`src/rtl/seq101_scan_ctrl.sv`:
```
// seq101_scan_ctrl: serially scans a W-bit word, MSB first, for the pattern
// "101" (overlapping). Reports whether a match was seen, how many, and the
// bit index of the first match. In mode 0 the scan stops at the first match.
module seq101_scan_ctrl #(
    parameter int W = 8
) (
    input  logic         clk,
    input  logic         reset,
    input  logic         start,
    input  logic [W-1:0] data_in,
    input  logic         mode,
    output logic         busy,
    output logic         done,
    output logic         found,
    output logic [3:0]   count,
    output logic [3:0]   first_pos
);

    typedef enum logic [1:0] {IDLE, SHIFT, DONE} state_t;
    typedef enum logic [1:0] {D0, D1, D10} det_t;

    localparam logic [3:0] LAST_IDX  = 4'(W - 1);
    localparam logic [3:0] COUNT_MAX = 4'hF;

    state_t       state;
    state_t       state_next;
    det_t         det;
    det_t         det_next;
    logic [W-1:0] shreg;
    logic         mode_q;
    logic [3:0]   bit_cnt;
    logic         bit_in;
    logic         match;
    logic         last_bit;

    assign bit_in   = shreg[W-1];
    assign last_bit = (bit_cnt == LAST_IDX);
    // A match is the final "1" arriving while the detector holds "10".
    assign match    = (state == SHIFT) && (det == D10) && bit_in;

    // Controller state register.
    always_ff @(posedge clk or negedge reset) begin
        if (!reset) begin
            state <= IDLE;
        end else begin
            state <= state_next;
        end
    end

    // Controller next state and status outputs.
    always_comb begin
        state_next = state;
        busy       = 1'b0;
        done       = 1'b0;
        case (state)
            IDLE: begin
                if (start) begin
                    state_next = SHIFT;
                end
            end
            SHIFT: begin
                busy = 1'b1;
                if (last_bit || (match && !mode_q)) begin
                    state_next = DONE;
                end
            end
            DONE: begin
                done       = 1'b1;
                state_next = IDLE;
            end
            default: state_next = IDLE;
        endcase
    end

    // Detector next state; a trailing "1" of a match seeds the next one.
    always_comb begin
        det_next = det;
        case (det)
            D0:      det_next = bit_in ? D1 : D0;
            D1:      det_next = bit_in ? D1 : D10;
            D10:     det_next = bit_in ? D1 : D0;
            default: det_next = D0;
        endcase
    end

    // Scan datapath: load on accepted start, shift and tally during SHIFT.
    always_ff @(posedge clk or negedge reset) begin
        if (!reset) begin
            det       <= D0;
            shreg     <= '0;
            mode_q    <= 1'b0;
            bit_cnt   <= '0;
            found     <= 1'b0;
            count     <= '0;
            first_pos <= '0;
        end else if (state == IDLE && start) begin
            det       <= D0;
            shreg     <= data_in;
            mode_q    <= mode;
            bit_cnt   <= '0;
            found     <= 1'b0;
            count     <= '0;
            first_pos <= '0;
        end else if (state == SHIFT) begin
            det     <= det_next;
            shreg   <= {shreg[W-2:0], 1'b0};
            bit_cnt <= bit_cnt + 4'd1;
            if (match) begin
                if (count != COUNT_MAX) begin
                    count <= count + 4'd1;
                end
                if (!found) begin
                    found     <= 1'b1;
                    first_pos <= bit_cnt;
                end
            end
        end
    end

endmodule

```
`config.mk`:
```
export PLATFORM = sky130hd
export DESIGN_NAME = seq101_scan_ctrl
export DESIGN_NICKNAME = d
export VERILOG_FILES = /design/src/rtl/seq101_scan_ctrl.sv
export SDC_FILE = /design/constraint.sdc
export NUM_CORES = 1
export LEC_CHECK = 0
export CORE_MARGIN = 2
export CORE_UTILIZATION = 51
export DETAILED_ROUTE_END_ITERATION = 16
export PLACE_DENSITY = 0.78
export SLEW_MARGIN = 15
export SYNTH_ARGS = -nofsm -noshare
export SYNTH_HDL_FRONTEND = slang
export SYNTH_SLANG_ARGS = --single-unit
```
`constraint.sdc`:
```
create_clock -name clk -period 1.9 [get_ports clk]
set_input_delay 0.38 -clock clk [delete_from_list [all_inputs] [get_ports clk]]
set_output_delay 0.38 -clock clk [all_outputs]
set_load 0.01 [all_outputs]
```
==> flow_metrics.env <==
export IMPL_grtUsageTotal=0.2207
export IMPL_critPathTopFamily="buffers and inverters"
export IMPL_crit_path_end_kind="primary output"
export IMPL_synth_seq_area_share=0.5005
export IMPL_hold_buffers=0
export IMPL_fin_cells=191
export IMPL_ant_nets=0
export IMPL_crit_slowest_cell="clkdlybuf4s50_1"
export IMPL_max_freq_mhz=582.3
export IMPL_ys_flop_type="dfrtp_1"
export IMPL_core_mm2=0.002455
export IMPL_worstPathMaxFanout=5
export IMPL_cts_tree="done"
export IMPL_postSynth_asyncResetShare=1.000
export IMPL_relSlewSlack=0.7232
export IMPL_required_ns=1.52
export IMPL_period_minus_slack_ns=1.717
export IMPL_final_nets=176
export IMPL_drv_slew=0
export IMPL_synth_edf_count=0
export IMPL_ctsRootBufferMaster="clkbuf_4"
export IMPL_grt_max_degree=27
export IMPL_viasPerCell=5.644
export IMPL_cts_sinks=26
export IMPL_reg2reg_slack_ns=0.28
export IMPL_final_common_cell="dfrtp_1"
export IMPL_clockBufferDepth=2
export IMPL_dp_cells=183
export IMPL_num_rows=18
export IMPL_setup_viol=0
export IMPL_drv_cap=0
export IMPL_path_clk_slew_ns=0.15
export IMPL_vias=1078
export IMPL_grtUsageMet2=0.3434
export IMPL_area_growth_pct=27.91
export IMPL_period_share=0.9038
export IMPL_firstDrtPassIters=4
export IMPL_syn_area_mm2=0.001300
export IMPL_use_met1=0.2927
export IMPL_avgSynthCellArea_um2=10.00
export IMPL_h_tree_depth=1
export IMPL_wl_um=2779
export IMPL_grt_use_met3=0.04098
export IMPL_grt_pass1_wl_um=4595
export IMPL_post_route_drc_count=0
export IMPL_fill_cells=186
export IMPL_drive_gt1_frac=0.1366
export IMPL_fp_dieH_um=54.49
export IMPL_top_usage_layer="met2"
export IMPL_start_util=0.5296
export IMPL_crit_type="flop to primary output"
export IMPL_r2r_end="first_pos[2]$_DFFE_PN0P_"
export IMPL_peakVddDrop_uv=859.4
export IMPL_dieArea_mm2=0.002969
export IMPL_gp_congestion=0.7908
export IMPL_wl_per_cell_um=14.55
export IMPL_grt_overflow_total=0
export IMPL_worstRegToRegCells=6
export IMPL_cts_made_buffers=3
export IMPL_p_leak_nw=0.7542
export IMPL_final_cell_mix="25 x dfrtp_1, 20 x clkdlybuf4s50_1, 13 x o21ai_0, 13 x nand2_1, 12 x buf_4"
export IMPL_antenna_found_initial=0
export IMPL_io_buffers=22
export IMPL_die_w_um=54.49
export IMPL_yosysWarnings=0
export IMPL_rsz0062_at_grt="no"
export IMPL_cpPeakStageDelay_ns=0.56
export IMPL_pwr_density_cell_mw_per_mm2=1241
export IMPL_antenna_cells=0
export IMPL_hold_path_class="input port to async pin"
export IMPL_tightest_slew_ns=0.4130
export IMPL_cp_arrival_ns=1.34
export IMPL_synth_seq_cells=26
export IMPL_drt_iter0_markers=14
export IMPL_hold_violations=0
export IMPL_clock_skew_ns=0.005242
export IMPL_startpoint_type="flop"
export IMPL_dpl_hpwl_um=1876
export IMPL_fin_tns_setup_ns=0
export IMPL_syn_inst=130
export IMPL_grt_pass1_vias=1024
export IMPL_worstSkewPairLatency_ns=0.33
export IMPL_path_cells="clkdlybuf4s50_1"
export IMPL_crit_reg2reg_launch="state[1]$_DFFE_PN0P_"
export IMPL_status="finished, final reports clean"
export IMPL_ios=23
export IMPL_path_buf_inv=1
export IMPL_syn_nets=144
export IMPL_synth_cell_types=35
-- cells in the mapped netlist, types with 2 or more instances --
cell | number | share of area
dfrtp_1 | 26 | 0.50
nand2_1 | 13 | 0.038
o21ai_0 | 13 | 0.050
inv_1 | 11 | 0.032
nor2b_1 | 8 | 0.039
a21oi_1 | 7 | 0.027
a22oi_1 | 7 | 0.040
clkbuf_1 | 6 | 0.017
mux2i_1 | 6 | 0.046
nand3_1 | 5 | 0.019
ha_1 | 2 | 0.019
nand2b_1 | 2 | 0.0096
nor3_1 | 2 | 0.0077
-- metal layers --
| metal | vias up | share of wire |
|---|---|---|
| met5 | - | 0 |
| met4 | 0 | 0.018 |
| met3 | 5 | 0.036 |
| met2 | 21 | 0.49 |
| met1 | 534 | 0.45 |
| li1 | 518 | - |
-- where the power goes --
| part | internal, mW | switching [mW] | total [mW] |
|---|---|---|---|
| registers | 0.741 | 0.175 | 0.916 |
| clock network | 0.117 | 0.172 | 0.290 |
| logic | 0.441 | 0.417 | 0.858 |
-- layout make-up --
cell class                      instances  area, um^2  area share
Tap cell                               30       37.54     0.02257
Sequential cell                        26       651.9      0.3920
Multi-Input combinational cell         86       580.6      0.3491
Inverter                               11       41.29     0.02483
Timing Repair Buffer                   34       315.3      0.1896
Clock buffer                            4       36.28     0.02182
-- flip-flops by register name, indices dropped and copies added, names as in the netlist --
signal,count
shreg,8
bit_cnt,4
count,4
first_pos,4
det,2
state,2
found,1
mode_q,1
-- cells by family (layout without fill, tap and decap cells) --
group	Yosys count	in the layout	share of synthesized area
adders and majority gates	2	2	0.01925
muxes	7	7	0.05486
and+or+nand+nor	39	39	0.1819
buffers and inverters	18	49	0.05293
xor gates and xnor gates	1	1	0.006738
AOI/OAI and AO/OA	37	37	0.1838
DFF	26	26	0.5005
-- worst max path at each step --
stage | from | to | slack [ns] | cells past startpoint
floorplan | count[0]$_DFFE_PN0P_ | count[1]$_DFFE_PN0P_ | 0.37 | 4
global placement | start | bit_cnt[3]$_DFFE_PN0N_ | 0.09 | 5
detailed placement | start | count[0]$_DFFE_PN0P_ | 0.09 | 5
CTS | state[1]$_DFFE_PN0P_ | busy | 0.004 | 3
global route | count[0]$_DFFE_PN0P_ | count[0] | 0.11 | 1
finish | count[2]$_DFFE_PN0P_ | count[2] | 0.18 | 1
-- metrics by stage --
stage | utilization | hold slack, ns | power (mW) | setup WS [ns] | instance area, um^2
final | 0.6774 | 0.3868 | 2.064 | 0.1828 | 1663
after CTS | 0.6723 | 0.4011 | 2.061 | 0.003715 | 1650
after detailed placement | 0.6478 | 0.4919 | 1.740 | 0.09381 | 1590
after global routing | 0.6774 | 0.4426 | 2.216 | 0.1145 | 1663
after floorplan | - | 0.08441 | 1.401 | 0.3651 | 1300
after global placement | 0.6478 | 0.4878 | 1.706 | 0.09322 | 1590
-- what timing repair did --
item                                    in CTS  in global routing
endpoints found under the setup margin       2                  2
gates resized for setup                      1                  2
buffers inserted                             3                  1
gates cloned                                 0                  0
No activity file was read; power rests on OpenSTA's default activity.
